<file path="config.mk">
export PLATFORM = sky130hd
export DESIGN_NAME = serial_add_controller
export DESIGN_NICKNAME = d
export VERILOG_FILES = /design/src/rtl/serial_add_pkg.sv /design/src/rtl/serial_add_cell.sv /design/src/rtl/serial_add_controller.sv
export SDC_FILE = /design/constraint.sdc
export NUM_CORES = 1
export LEC_CHECK = 0
export ABC_AREA = 1
export CAP_MARGIN = 5
export CORE_ASPECT_RATIO = 0.7
export CORE_MARGIN = 2
export CORE_UTILIZATION = 25
export DETAILED_ROUTE_END_ITERATION = 10
export GPL_ROUTABILITY_DRIVEN = 0
export PLACE_DENSITY_LB_ADDON = 0.12
export RECOVER_POWER = 50
export SYNTH_ARGS = -nofsm -noshare
export SYNTH_HDL_FRONTEND = slang
export SYNTH_HIERARCHICAL = 1
export SYNTH_SLANG_ARGS = --single-unit
</file>
<file path="constraint.sdc">
create_clock -name clock -period 1.55 [get_ports clock]
set_input_delay 0.31 -clock clock [delete_from_list [all_inputs] [get_ports clock]]
set_output_delay 0.31 -clock clock [all_outputs]
set_load 0.01 [all_outputs]
</file>
<file path="src/rtl/serial_add_pkg.sv">
// rtl/serial_add_pkg.sv - shared state encoding, default width and counter sizing for the serial adder
package serial_add_pkg;

  typedef enum logic [1:0] {
    IDLE  = 2'd0,
    SHIFT = 2'd1,
    DONE  = 2'd2
  } state_t;

  localparam int DEFAULT_WIDTH = 8;

  // Bit counter must hold WIDTH-1; never narrower than one bit.
  function automatic int cnt_width(input int w);
    return (w <= 2) ? 1 : $clog2(w);
  endfunction

endpackage

</file>
<file path="src/rtl/serial_add_cell.sv">
// rtl/serial_add_cell.sv - one-bit Mealy full adder with its carry flip-flop
module serial_add_cell (
  input  logic clock,
  input  logic reset,
  input  logic x,
  input  logic y,
  input  logic enable,
  input  logic init,
  input  logic cin_init,
  output logic s,
  output logic carry_q
);

  assign s = x ^ y ^ carry_q;

  always_ff @(posedge clock or negedge reset) begin
    if (!reset) begin
      carry_q <= 1'b0;
    end else if (init) begin
      carry_q <= cin_init;
    end else if (enable) begin
      carry_q <= (x & y) | (x & carry_q) | (y & carry_q);
    end
  end

endmodule

</file>
<file path="src/rtl/serial_add_controller.sv">
// rtl/serial_add_controller.sv - bit-serial add/subtract controller, LSB first, one bit per clock
module serial_add_controller
  import serial_add_pkg::*;
#(
  parameter int WIDTH = DEFAULT_WIDTH
) (
  input  logic             clock,
  input  logic             reset,
  input  logic             start,
  input  logic             sub,
  input  logic [WIDTH-1:0] a,
  input  logic [WIDTH-1:0] b,
  input  logic             abort,
  output logic             ready,
  output logic             busy,
  output logic             done,
  output logic [WIDTH-1:0] sum,
  output logic             cout,
  output logic             overflow
);

  localparam int CW = cnt_width(WIDTH);
  localparam logic [CW-1:0] LAST = CW'(WIDTH - 1);

  state_t           state;
  logic [WIDTH-1:0] areg;
  logic [WIDTH-1:0] breg;
  logic [WIDTH-2:0] acc;
  logic [WIDTH-1:0] next_res;
  logic [CW-1:0]    count;
  logic             s;
  logic             carry_q;
  logic             carry_next;
  logic             load;
  logic             step;

  assign load = (state == IDLE) && start;
  assign step = (state == SHIFT) && !abort;

  serial_add_cell u_cell (
    .clock    (clock),
    .reset    (reset),
    .x        (areg[0]),
    .y        (breg[0]),
    .enable   (step),
    .init     (load),
    .cin_init (sub),
    .s        (s),
    .carry_q  (carry_q)
  );

  // The cell only exposes the registered carry; the final carry-out is needed on the same edge.
  assign carry_next = (areg[0] & breg[0]) | (areg[0] & carry_q) | (breg[0] & carry_q);
  assign next_res   = {s, acc};

  always_ff @(posedge clock or negedge reset) begin
    if (!reset) begin
      state    <= IDLE;
      ready    <= 1'b1;
      busy     <= 1'b0;
      done     <= 1'b0;
      sum      <= '0;
      cout     <= 1'b0;
      overflow <= 1'b0;
      areg     <= '0;
      breg     <= '0;
      acc      <= '0;
      count    <= '0;
    end else begin
      case (state)
        IDLE: begin
          done <= 1'b0;
          if (start) begin
            areg  <= a;
            breg  <= sub ? ~b : b;
            count <= '0;
            state <= SHIFT;
            ready <= 1'b0;
            busy  <= 1'b1;
          end
        end
        SHIFT: begin
          if (abort) begin
            state <= IDLE;
            ready <= 1'b1;
            busy  <= 1'b0;
          end else begin
            areg <= areg >> 1;
            breg <= breg >> 1;
            acc  <= next_res[WIDTH-1:1];
            if (count == LAST) begin
              // carry_q here is the carry into the MSB.
              sum      <= next_res;
              cout     <= carry_next;
              overflow <= carry_q ^ carry_next;
              state    <= DONE;
              done     <= 1'b1;
            end else begin
              count <= count + 1'b1;
            end
          end
        end
        DONE: begin
          state <= IDLE;
          done  <= 1'b0;
          ready <= 1'b1;
          busy  <= 1'b0;
        end
        default: begin
          state <= IDLE;
          done  <= 1'b0;
          ready <= 1'b1;
          busy  <= 1'b0;
        end
      endcase
    end
  end

endmodule

</file>
* Word-level counts from Yosys, hierarchy flattened *
Index checks and enable logic that the tools add are counted.
W data, S select, Z words.

word-level totals
  flip-flop bits (word level) = 42
  bits in latches = 0
  input bits = 21
  memories = 0
  memory bits (writable) = 0
  memory bits (read-only) = 0

cells by class
  add/sub/neg operators = 1
  equality and inequality tests = 8
  bitwise gates (word level) = 10
  reduce and logical (&&, ||, !) cells = 13
  mux-type cells = 26
  magnitude comparators = 0
  multiply operators = 0
  shift-type cells = 0
  divide/modulo/power cells = 0

operators by type and width
  kind                   number
  $mux W8                5
  $pmux W8 S2            2
  $mux W1                9
  $mux W3                3
  $ne A2 B2 Y1 const B   4
  $not A8 Y8             1
  $reduce_and A2 Y1      4
  $mux W2                3
  $pmux W3 S2            1
  $reduce_and A3 Y1      2
  $pmux W1 S2            2
  $pmux W2 S2            1
  $reduce_and A4 Y1      1
  $reduce_bool A2 Y1     2
  $add A3 B1 Y3 const B  1
  $and A1 B1 Y1          3
  $eq A3 B3 Y1 const B   1
  $ne A3 B2 Y1 const B   1
  $xor A1 B1 Y1          3
  $eq A2 B1 Y1 const B   1
  $logic_and A1 B1 Y1    2
  $logic_not A2 Y1       1
  $ne A2 B1 Y1 const B   1
  $or A1 B1 Y1           2
  other kinds (2)        2

* Longest topological paths before layout *
Gate-level depths: netlist of the first run.

  depth after elaboration = 5
  gate-level depth with buffers = 7
  depth with buffers taken out = 7

* By module *
The synthesis of the first run kept the hierarchy.

modules (own cells, without submodules)
  module                 cells an instance  instances  area each (µm²)
  serial_add_controller  256                1          1965.6
  serial_add_cell        11                 1          80.1

* Worst setup path after synthesis of the first run *
No wires, ideal clock.

  path type = reg2reg
  from = register count[0]
  to = register sum[6]
  setup slack = 0.274 ns
  setup time = 0.121 ns
  period minus slack after synthesis = 1.276 ns
  required time = 1.429 ns
  data arrival time = 1.155 ns
  stages on the path, launching flop included = 6
  path buffers = 1
  cells stage by stage = dfrtp_1 > ha_1 > ha_1 > nand2_2 > buf_2 > o21ai_1

between the ends
  word-level cells in the longest chain between the ends = 2

RTL lines
  what                         line                         text
  from (decl)                  serial_add_controller.sv:30  logic [CW-1:0] count;
  from (signal assigned)       serial_add_controller.sv:99  count <= count + 1'b1;
  $eq A3 B3 Y1                 serial_add_controller.sv:91  if (count == LAST) begin
  $reduce_and A3 Y1 (no line)  -
  to (signal assigned)         serial_add_controller.sv:93  sum <= next_res;
  to (decl)                    serial_add_controller.sv:17  output logic [WIDTH-1:0] sum,

Every way passes these cells.
A chain may end at the register's enable or synchronous reset.

* Worst setup path after layout of the first run *
  from = register sum[5]
  to = output port sum[5]

No word-level cell between the ends.

==> out/results.ini, run 1 <==
[timing]
max_clock_freq_mhz=671.3
setup_viol=0
hold_viol=0
finalSetupTns_ns=0
slew_violations=0
slew-limit-headroom=0.3041
holdWs_ns=0.2894
min_period_ns=1.490
fin_skew_ns=0.005603
tightest_slew_ns=1.044
finalCritPeriodShare=0.9610
rsz0062_at_grt=no

[routing]
wl_per_cell_um=10.83
viasPerCell=4.046
first_pass_iters=4
num_vias=1663
ant_nets=0
postRouteWirelength_um=4453
drt_iter0_drc=65
drc_errors=0

[finish]
stdcell_count=411
drive_gt1_frac=0.07097
insertedDiodeCount=0
area_growth_pct=30.09
nNetsFinal=334

[clocking]
cts_tree=done
clkTransAtPathRegs_ns=0.06
ctsLongestPathBuffers=2
clock-sinks=42
clk_latency_ns=0.28
cts_buffers=5
htree_num_levels=2
root_buffer=clkbuf_16
post-cts-setup-buffers=0

[critical_path]
critPathMaxStageDelay_ns=0.54
slowest_stage=clkdlybuf4s50_1
critPathMaxFanout=2
path_cells=clkdlybuf4s50_1
worstPathRequired_ns=1.24
cp.arrival_ns=1.18
cp_num_buf_inv=1
end_kind=primary output
start_kind=flop
cp_top_family=buffers and inverters
path_class=flop to primary output

[synth]
syn_inst=267
synth.top_cell.area_share=0.5015
synthTopCellsByArea=dfrtp_1, nand2_1, inv_1, o21ai_0, nand3_1
synth_nets=292
synth_ff_type=dfrtp_1
yosys_register_bits=42
synthTopCellsByCount=nand2_1, dfrtp_1, inv_1
synthArstFlopShare=1.000
yosysTopAreaCell=dfrtp_1
syn_avg_cell_area_um2=7.662
yosys_warnings=6
synthDistinctLibCells=18
syn-cell-area_um2=2046
synth-edff-count=0
ys_seq_area_frac=0.5144
synth.most_common_cell=nand2_1

[power]
ir_drop_uv=546.7
p_leak_nw=1.373
powerDensity_nw_per_um2=1269

[global_route]
gr-usage-all-layers=0.1079
grt_max_degree=43
grt_overflow=0
busiest_layer=met2
grt_pass1_vias=1585
met2_usage=0.1554
grtUsageMet3=0.03645
grt_use_met1=0.1526
antenna_found_initial=0
grt_first_pass_wirelength_um=7590

[status]
status=finished clean

[floorplan]
core-area_um2=7905
start_util=0.2588
die_width_um=112.1
io_pins=34
die_area_um2=8934
fp.dieH_um=79.69
rows=27

[run]
maxCapViolCount=0

[worst_hold_path]
hold_path.class=input pin to async pin

[place]
numPortBuffers=33
dp_hpwl_um=3252
placedCellCount=403

-- layer usage --
layer	share of wire	routed length, um
met1	0.54	2403
met2	0.41	1813
met3	0.039	173
met4	0.014	62
met5	0	0
-- cell type report --
cell class / count / area [um2]
fill: 887 / 5244
sequential: 42 / 1052
multi-input combinational: 175 / 780.7
timing repair buffer: 44 / 400.4
inverter: 41 / 153.9
clock buffer: 7 / 142.6
tap: 101 / 126.4
clock inverter: 1 / 5.005
-- per-stage QoR --
| stage | utilization | worst slack (ns) | power, mW | cell area [um2] |
|---|---|---|---|---|
| after floorplan | - | 0.2737 | 2.073 | 2046 |
| after global placement | 0.3211 | -0.07696 | 2.374 | 2539 |
| after detailed placement | 0.3211 | -0.1052 | 2.381 | 2539 |
| after CTS | 0.3397 | 0.04469 | 3.440 | 2685 |
| after global routing | 0.3367 | 0.008740 | 3.649 | 2661 |
| final | 0.3367 | 0.06039 | 3.377 | 2661 |
-- cell usage in the layout, fill, tap and decap left out --
cell,count
o21ai_0,22
dfstp_2,1
buf_4,9
nand2_1,110
buf_2,1
clkdlybuf4s50_1,31
xor2_1,1
dfrtp_1,41
clkinv_2,1
fa_1,1
nor2_4,1
clkbuf_16,5
nand3_1,20
ha_1,3
clkbuf_2,1
inv_1,41
nand2_2,2
nor2_1,8
dlygate4sd2_1,1
o21ai_1,6
clkbuf_1,2
clkbuf_8,1
nand3b_1,1
-- worst paths after layout --
| check | to | cells after the start | slack, ns | start |
|---|---|---|---|---|
| max reg2reg | count[1] | 7 | 0.12 | count[0] |
| min | sum[4] | 2 | 0.29 | reset |
| max in group asynchronous | cout | 2 | 0.61 | reset |
| min in group clock | overflow | 2 | 0.47 | overflow |
| min reg2reg | overflow | 2 | 0.47 | overflow |
| max | sum[5] | 1 | 0.06 | sum[5] |
-- logic make-up after synthesis --
logic type | Yosys count | share of synthesized area
XOR/XNOR | 1 | 0.004282
flip-flops | 42 | 0.5144
buffers and inverters | 50 | 0.1015
adder cells (fa/ha/maj) | 4 | 0.02814
AND/OR/NAND/NOR | 142 | 0.2832
AO/OA/AOI/OAI | 28 | 0.06850
-- report_power, final --
| part | switching (mW) | internal [mW] | total, mW |
|---|---|---|---|
| clock | 0.406 | 0.638 | 1.04 |
| sequential | 0.157 | 1.37 | 1.52 |
| combinational | 0.471 | 0.338 | 0.808 |
| total | 1.03 | 2.34 | 3.38 |
-- registers in the layout, indices dropped and copies added, names as in the netlist --
name / cells
areg: 8
count: 3
done: 1
u_cell/carry_q: 1
busy: 1
state: 2
ready: 1
sum: 8
cout: 1
overflow: 1
acc: 7
breg: 8
-- repair_timing --
action                                  in CTS  in global routing
hold buffers                                 0                  0
endpoints found under the setup margin       1                  0
gates resized for setup                      1                  0
Note: power is estimated with default switching activity, not from simulation.
==> inputs of run 2 (changes only) <==
Settings changed: GPL_TIMING_DRIVEN from default to 0.
==> run 2 against run 1 <==
Compared with the run above:
- largest power group unchanged
- critical endpoint is now done
- cell area increased by 0.42%
- non-clock buffer count is 2 lower
- sequential power barely moved
- first-iteration DRC count increased by 7.7%
- utilization increased by 0.14 points
- routed wire length increased by 5.1%
- die area is the same
- count of clock-buffer cells in the layout did not move
- highest routed layer unchanged
- clock power barely moved
- via count up 1.7%
- flip-flop and latch count unchanged
- largest cell class unchanged
==> out/results.ini, run 2 (synthesis results as in run 1) <==
[floorplan]
die_width_um=112.1  ; unchanged
start_util=0.2588  ; unchanged
io_pins=34  ; unchanged
die_area_um2=8934  ; unchanged
core-area_um2=7905  ; unchanged
fp.dieH_um=79.69  ; unchanged
rows=27  ; unchanged

[finish]
mostFrequentLayoutCells=nand2_1, inv_1, dfrtp_1
final_cell_area_um2=2673  ; +0.42%
stdcell_count=409  ; -0.49%
drive_gt1_frac=0.06494  ; -0.006033
final_core_util=0.3381  ; +0.001425
nNetsFinal=332  ; -0.60%
ff_latch_area_um2=1052  ; unchanged
area_growth_pct=30.64
reg.largest.list=areg (8), breg (8), sum (8)
num-fill-cells=865  ; -2.5%
insertedDiodeCount=0  ; unchanged
multi_input_area_um2=795.8  ; +1.9%
final_common_cell=nand2_1

[global_route]
antenna_found_initial=0  ; unchanged
grt_pass1_vias=1609  ; +1.5%
grt_max_degree=24  ; -44%
grt_first_pass_wirelength_um=8176  ; +7.7%
grt_overflow=0  ; unchanged
gr-usage-all-layers=0.1175  ; +0.009599

[critical_path]
cp.arrival_ns=1.19  ; about the same
slowest_stage=clkdlybuf4s50_1
cp_top_family=buffers and inverters
path_class=flop to primary output
start_kind=flop
worstPathRequired_ns=1.24  ; about the same
end_kind=primary output
cp_num_buf_inv=1  ; unchanged
critPathMaxFanout=2  ; unchanged
critPathMaxStageDelay_ns=0.54  ; about the same
path_cells=clkdlybuf4s50_1

[power]
pwr-share-comb=0.244  ; +0.005
power_mw=3.359  ; -0.54%
power_switching_share=0.3137  ; +0.007511
power_frac_seq=0.454  ; +0.003
power.switching_mw=1.054  ; +1.9%
ir_drop_uv=384.3  ; -30%
p_int_mw=2.305  ; -1.6%
powerDensity_nw_per_um2=1257  ; -0.96%
p_leak_nw=1.377  ; +0.28%
p_clk_frac=0.302  ; -0.007

[place]
place_area_um2=2517  ; -0.84%
pre_cts_slack_ns=-0.3179  ; -0.2127 ns
dp_hpwl_um=3483  ; +7.1%
placedCellCount=402  ; -0.25%
numPortBuffers=33  ; unchanged

[clocking]
root_buffer=clkbuf_16
holdBufCountCts=0  ; unchanged
clock-sinks=42  ; unchanged
cts_tree=done
clk_latency_ns=0.29  ; about the same
htree_num_levels=2  ; unchanged
clkTransAtPathRegs_ns=0.06  ; about the same
cts_buffers=5  ; unchanged
ctsLongestPathBuffers=2  ; unchanged

[routing]
drc_errors=0  ; unchanged
ant_nets=0  ; unchanged
drt_iter0_drc=70  ; +7.7%
wl_per_cell_um=11.44  ; +5.6%
first_pass_iters=4  ; unchanged
postRouteWirelength_um=4680  ; +5.1%
viasPerCell=4.137  ; +2.2%
num_vias=1692  ; +1.7%

[timing]
min_period_ns=1.500  ; +0.01049 ns
finalSetupTns_ns=0  ; unchanged
finalCritPeriodShare=0.9678  ; +0.006768
fin_skew_ns=0.006097  ; +0.0004936 ns
slew_violations=0  ; unchanged
hold_viol=0  ; unchanged
tightest_slew_ns=1.197  ; +0.1532 ns
holdWs_ns=0.2519  ; -0.03743 ns
max_clock_freq_mhz=666.6  ; -0.70%
setup_viol=0  ; unchanged
worst_slack_ns=0.04990  ; -0.01049 ns
rsz0062_at_grt=no
slew-limit-headroom=0.2020  ; -0.1021

[worst_hold_path]
hold_path.class=input pin to async pin

[run]
maxCapViolCount=0  ; unchanged

[status]
status=finished clean

run 2: changes by cell type in the layout (fill, tap and decap cells not counted), moves of 2 or more:
| cell | previous run | this run |
|---|---|---|
| buf_4 | 9 | 1 |
| clkdlybuf4s50_1 | 31 | 29 |
| clkbuf_1 | 2 | 4 |
| buf_6 | 0 | 2 |
| dlymetal6s2s_1 | 0 | 2 |
run 2: final timing paths:
kind / startpoint / cells after the start / slack (ns) / to
max reg2reg: count[0] / 5 / 0.13 / sum[3]
max: done / 1 / 0.05 / done
min reg2reg: ready / 2 / 0.47 / ready
max in group asynchronous: reset / 2 / 0.51 / ready
min: reset / 1 / 0.25 / sum[5]
min in group clock: abort / 4 / 0.45 / acc[6]
run 2: final cells by class:
cell class | instances | share of cell area
clock inverters | 1 | 0.002809
inverters | 41 | 0.05758
multi-input cells | 175 | 0.2978
repair buffers | 34 | 0.1302
plain buffers | 8 | 0.02107
clock buffers | 7 | 0.04963
well taps | 101 | 0.04728
flip-flops and latches | 42 | 0.3937
run 2: timing repair:
action / in CTS / in global routing
resized for setup: 2 / 9
setup buffers: 0 / 0
endpoints found under the setup margin: 4 / 21
run 2: power groups by stage:
stage / clock [mW] / combinational (mW) / sequential, mW
2_1_floorplan: 0 / 0.556 / 1.52
3_3_place_gp: 0 / 0.820 / 1.54
3_5_place_dp: 0 / 0.832 / 1.54
4_1_cts: 1.05 / 0.833 / 1.53
5_1_grt: 1.12 / 0.972 / 1.56
6_report: 1.02 / 0.819 / 1.53
run 2: worst register-to-register path: cells and delay by family (launching register included):
kind / cells / cell delay (ns)
simple gates: 1 / 0.16
fa+ha+maj: 2 / 0.47
buf+inv: 1 / 0.21
compound gates: 1 / 0.08
flops: 1 / 0.40
run 2: layer usage:
metal | global-route usage | routed length, um | vias to the layer above
met2 | 0.1620 | 1878 | 23
met1 | 0.1722 | 2559 | 765
li1 | - | - | 896
met3 | 0.03189 | 157 | 8
met4 | 0.04756 | 85 | 0
met5 | 0 | 0 | -
==> RTL change (config.mk and constraints of run 2) <==
Change the package constant `DEFAULT_WIDTH` from 8 to 10.
--- a/src/rtl/serial_add_pkg.sv
+++ b/src/rtl/serial_add_pkg.sv
@@ -7,7 +7,7 @@
     DONE  = 2'd2
   } state_t;
 
-  localparam int DEFAULT_WIDTH = 8;
+  localparam int DEFAULT_WIDTH = 10;
 
   // Bit counter must hold WIDTH-1; never narrower than one bit.
   function automatic int cnt_width(input int w);
Ports: changed (resized a, b and sum); port bits go from 34 to 40. The function was not compared with the original's and may differ.
==> RTL change against run 2 <==
- synthesized cell count up 19%
- cell area increased by 22%
- non-clock buffer count increased by 9
- total power up 23%
- routed wire length is 22% higher
- maximum frequency is 0.33% lower
- synthesized area grew 23%
- largest cell class unchanged
- clock skew up 0.0025 ns
- setup slack worse by 0.0050 ns
- clock power grew 30%
- sequential cell count rose by 9
==> RTL change: results (changes against run 2) <==
Synthesis
  – Most common library cells after synthesis: nand2_1, dfrtp_1, inv_1, nand3_1, o21ai_0 (was nand2_1, dfrtp_1, inv_1, o21ai_0, nand3_1)
  – Syn Area/Cell: 7.89 sq um (was 7.66 sq um)
  – Synth Net Count: 347 (was 292)
  – Library cells used by synthesis: 25 (was 18)
  – Sequential area share after synthesis: 0.508 (was 0.514)
  – Yosys warns: 6 (unchanged)
  – Asr flop ratio synth: 1.00 (unchanged)
  – Most area-consuming cells after synthesis: dfrtp_1, nand2_1, inv_1 (unchanged)

Place
  – Detailed Place HPWL: 4100 um (was 3480 um)
  – Placed instance count: 487 (was 402)
  – Dpl cell area: 0.00308 sq mm (was 0.00252 sq mm)
  – IO buf count: 39 (was 33)

Run status
  – Status: finished, final reports clean (unchanged)

Power and ir drop
  – Leak: 1.67 nW (was 1.38 nW)
  – Max IR drop VDD: 452 uV (was 384 uV)

Min path
  – Worst min path class: input port to flop (was input port to async pin)
  – Hold Path Depth: 4

Clocking
  – Setup repair bufs after CTS: 0 (unchanged)
  – CTS Buf Count: 5 (unchanged)
  – Max Buffers Root-to-Sink: 2 (unchanged)
  – Reg clk slew, reported paths: 0.07 ns
  – Clock Latency Late Sink: 0.29 ns (about the same)
  – Root Driver: clkbuf_16 (unchanged)
  – H-tree lvl count: 2 (unchanged)

Setup path
  – Max stage delay cell, worst path: clkdlybuf4s50_1 (unchanged)
  – Arrival @ worst endpoint: 1.20 ns
  – Worst stage delay on the critical path: 0.54 ns (about the same)
  – Top delay family on crit path: buffers and inverters (unchanged)
  – Worst Reg-to-Reg Cells: 7 (was 5)
  – CP max FO: 2 (unchanged)

Drt
  – Via/cell ratio: 4.12 (was 4.14)
  – Vias after detailed routing: 2043 (was 1692)
  – WL per Instance: 11.6 um (was 11.4 um)
  – 1st-iter DRT viols: 91 (was 70)
  – First-pass detailed-route iteration total: 5 (was 4)

Final layout
  – Fin nets: 395 (was 332)
  – Top Registers: areg (10), breg (10), sum (10) (was areg (8), breg (8), sum (8))
  – Share of layout cells above drive strength 1: 0.0951 (was 0.0649)
  – Ant. Diodes: 0 (unchanged)
  – Fillers: 1077 (was 865)

STA
  – Worst-margin pin slew: 0.469 ns (was 1.20 ns)
  – Worst Clk Skew: 0.00860 ns (was 0.00610 ns)
  – # setup viols final: 0 (unchanged)

GRT
  – Largest net degree at the start of global routing: 38 (was 24)
  – First-pass GRT wire length: 9910 um (was 8180 um)
  – Global Route Usage Sum: 0.117 (was 0.118)
  – Initial antenna violation count: 0 (unchanged)
RTL change: changes by cell type after synthesis, moves of 4 or more:
cell            run 2  this run
dfrtp_1            41        50
nand3_1            19        25
nor2_1              8         4
inv_1              41        47
o21ai_2             0         8
o21ai_1             6         0
nand2_1           110       132
RTL change: kinds of logic after synthesis:
logic type	Yosys count	synth area share
adder cells (fa/ha/maj)	3	0.0179
XOR/XNOR	2	0.00696
AO/OA/AOI/OAI	33	0.0776
buffers and inverters	59	0.103
AND/OR/NAND/NOR	171	0.287
flip-flops	51	0.508
RTL change: area by class of cell:
| class | instances | area [sq um] | share of cell area |
|---|---|---|---|
| clock buffers | 6 | 139 | 0.0425 |
| well taps | 128 | 160 | 0.0490 |
| clock inverters | 2 | 38.8 | 0.0119 |
| inverters | 49 | 184 | 0.0563 |
| repair buffers | 41 | 410 | 0.126 |
| flip-flops and latches | 51 | 1280 | 0.391 |
| multi-input cells | 209 | 980 | 0.300 |
| plain buffers | 10 | 77.6 | 0.0237 |
RTL change: where the power goes:
part | switching [mW] | total (mW) | internal (mW)
sequential | 0.196 | 1.84 | 1.64
combinational | 0.574 | 0.952 | 0.378
clock | 0.520 | 1.33 | 0.813
RTL change: metal layers:
| layer | global-route usage | part of all wire |
|---|---|---|
| met5 | 0 | 0 |
| met4 | 0.0306 | 0.0089 |
| met3 | 0.0332 | 0.044 |
| met2 | 0.168 | 0.40 |
| met1 | 0.174 | 0.55 |
RTL change: repair_timing:
item,CTS,global route
resized for setup,1,6
endpoints found under the setup margin,1,13
hold buffers,1,0
cloned,0,0
endpoints found under the hold margin,13,0
RTL change: worst paths after layout:
check | slack (ns) | end | start
min in group asynchronous | 0.48 | areg[3]$_DFFE_PN0P_ | reset
hold / removal | 0.44 | acc[7]$_DFFE_PN0P_ | abort
max in group asynchronous | 0.54 | acc[3]$_DFFE_PN0P_ | reset
setup / recovery | 0.04 | cout | cout$_DFFE_PN0P_
hold reg to reg | 0.47 | ready$_DFFE_PN1P_ | ready$_DFFE_PN1P_
setup reg to reg | 0.18 | sum[7]$_DFFE_PN0P_ | state[1]$_DFFE_PN0P_
RTL change: metrics by stage:
step                setup WS, ns  hold WS, ns  power (mW)
floorplan                  0.315       0.0144        2.49
global placement           -1.56        0.456        2.81
detailed placement        -0.229        0.263        2.83
CTS                      0.00667        0.470        4.19
global route             0.00863        0.489        4.45
finish                    0.0449        0.436        4.13
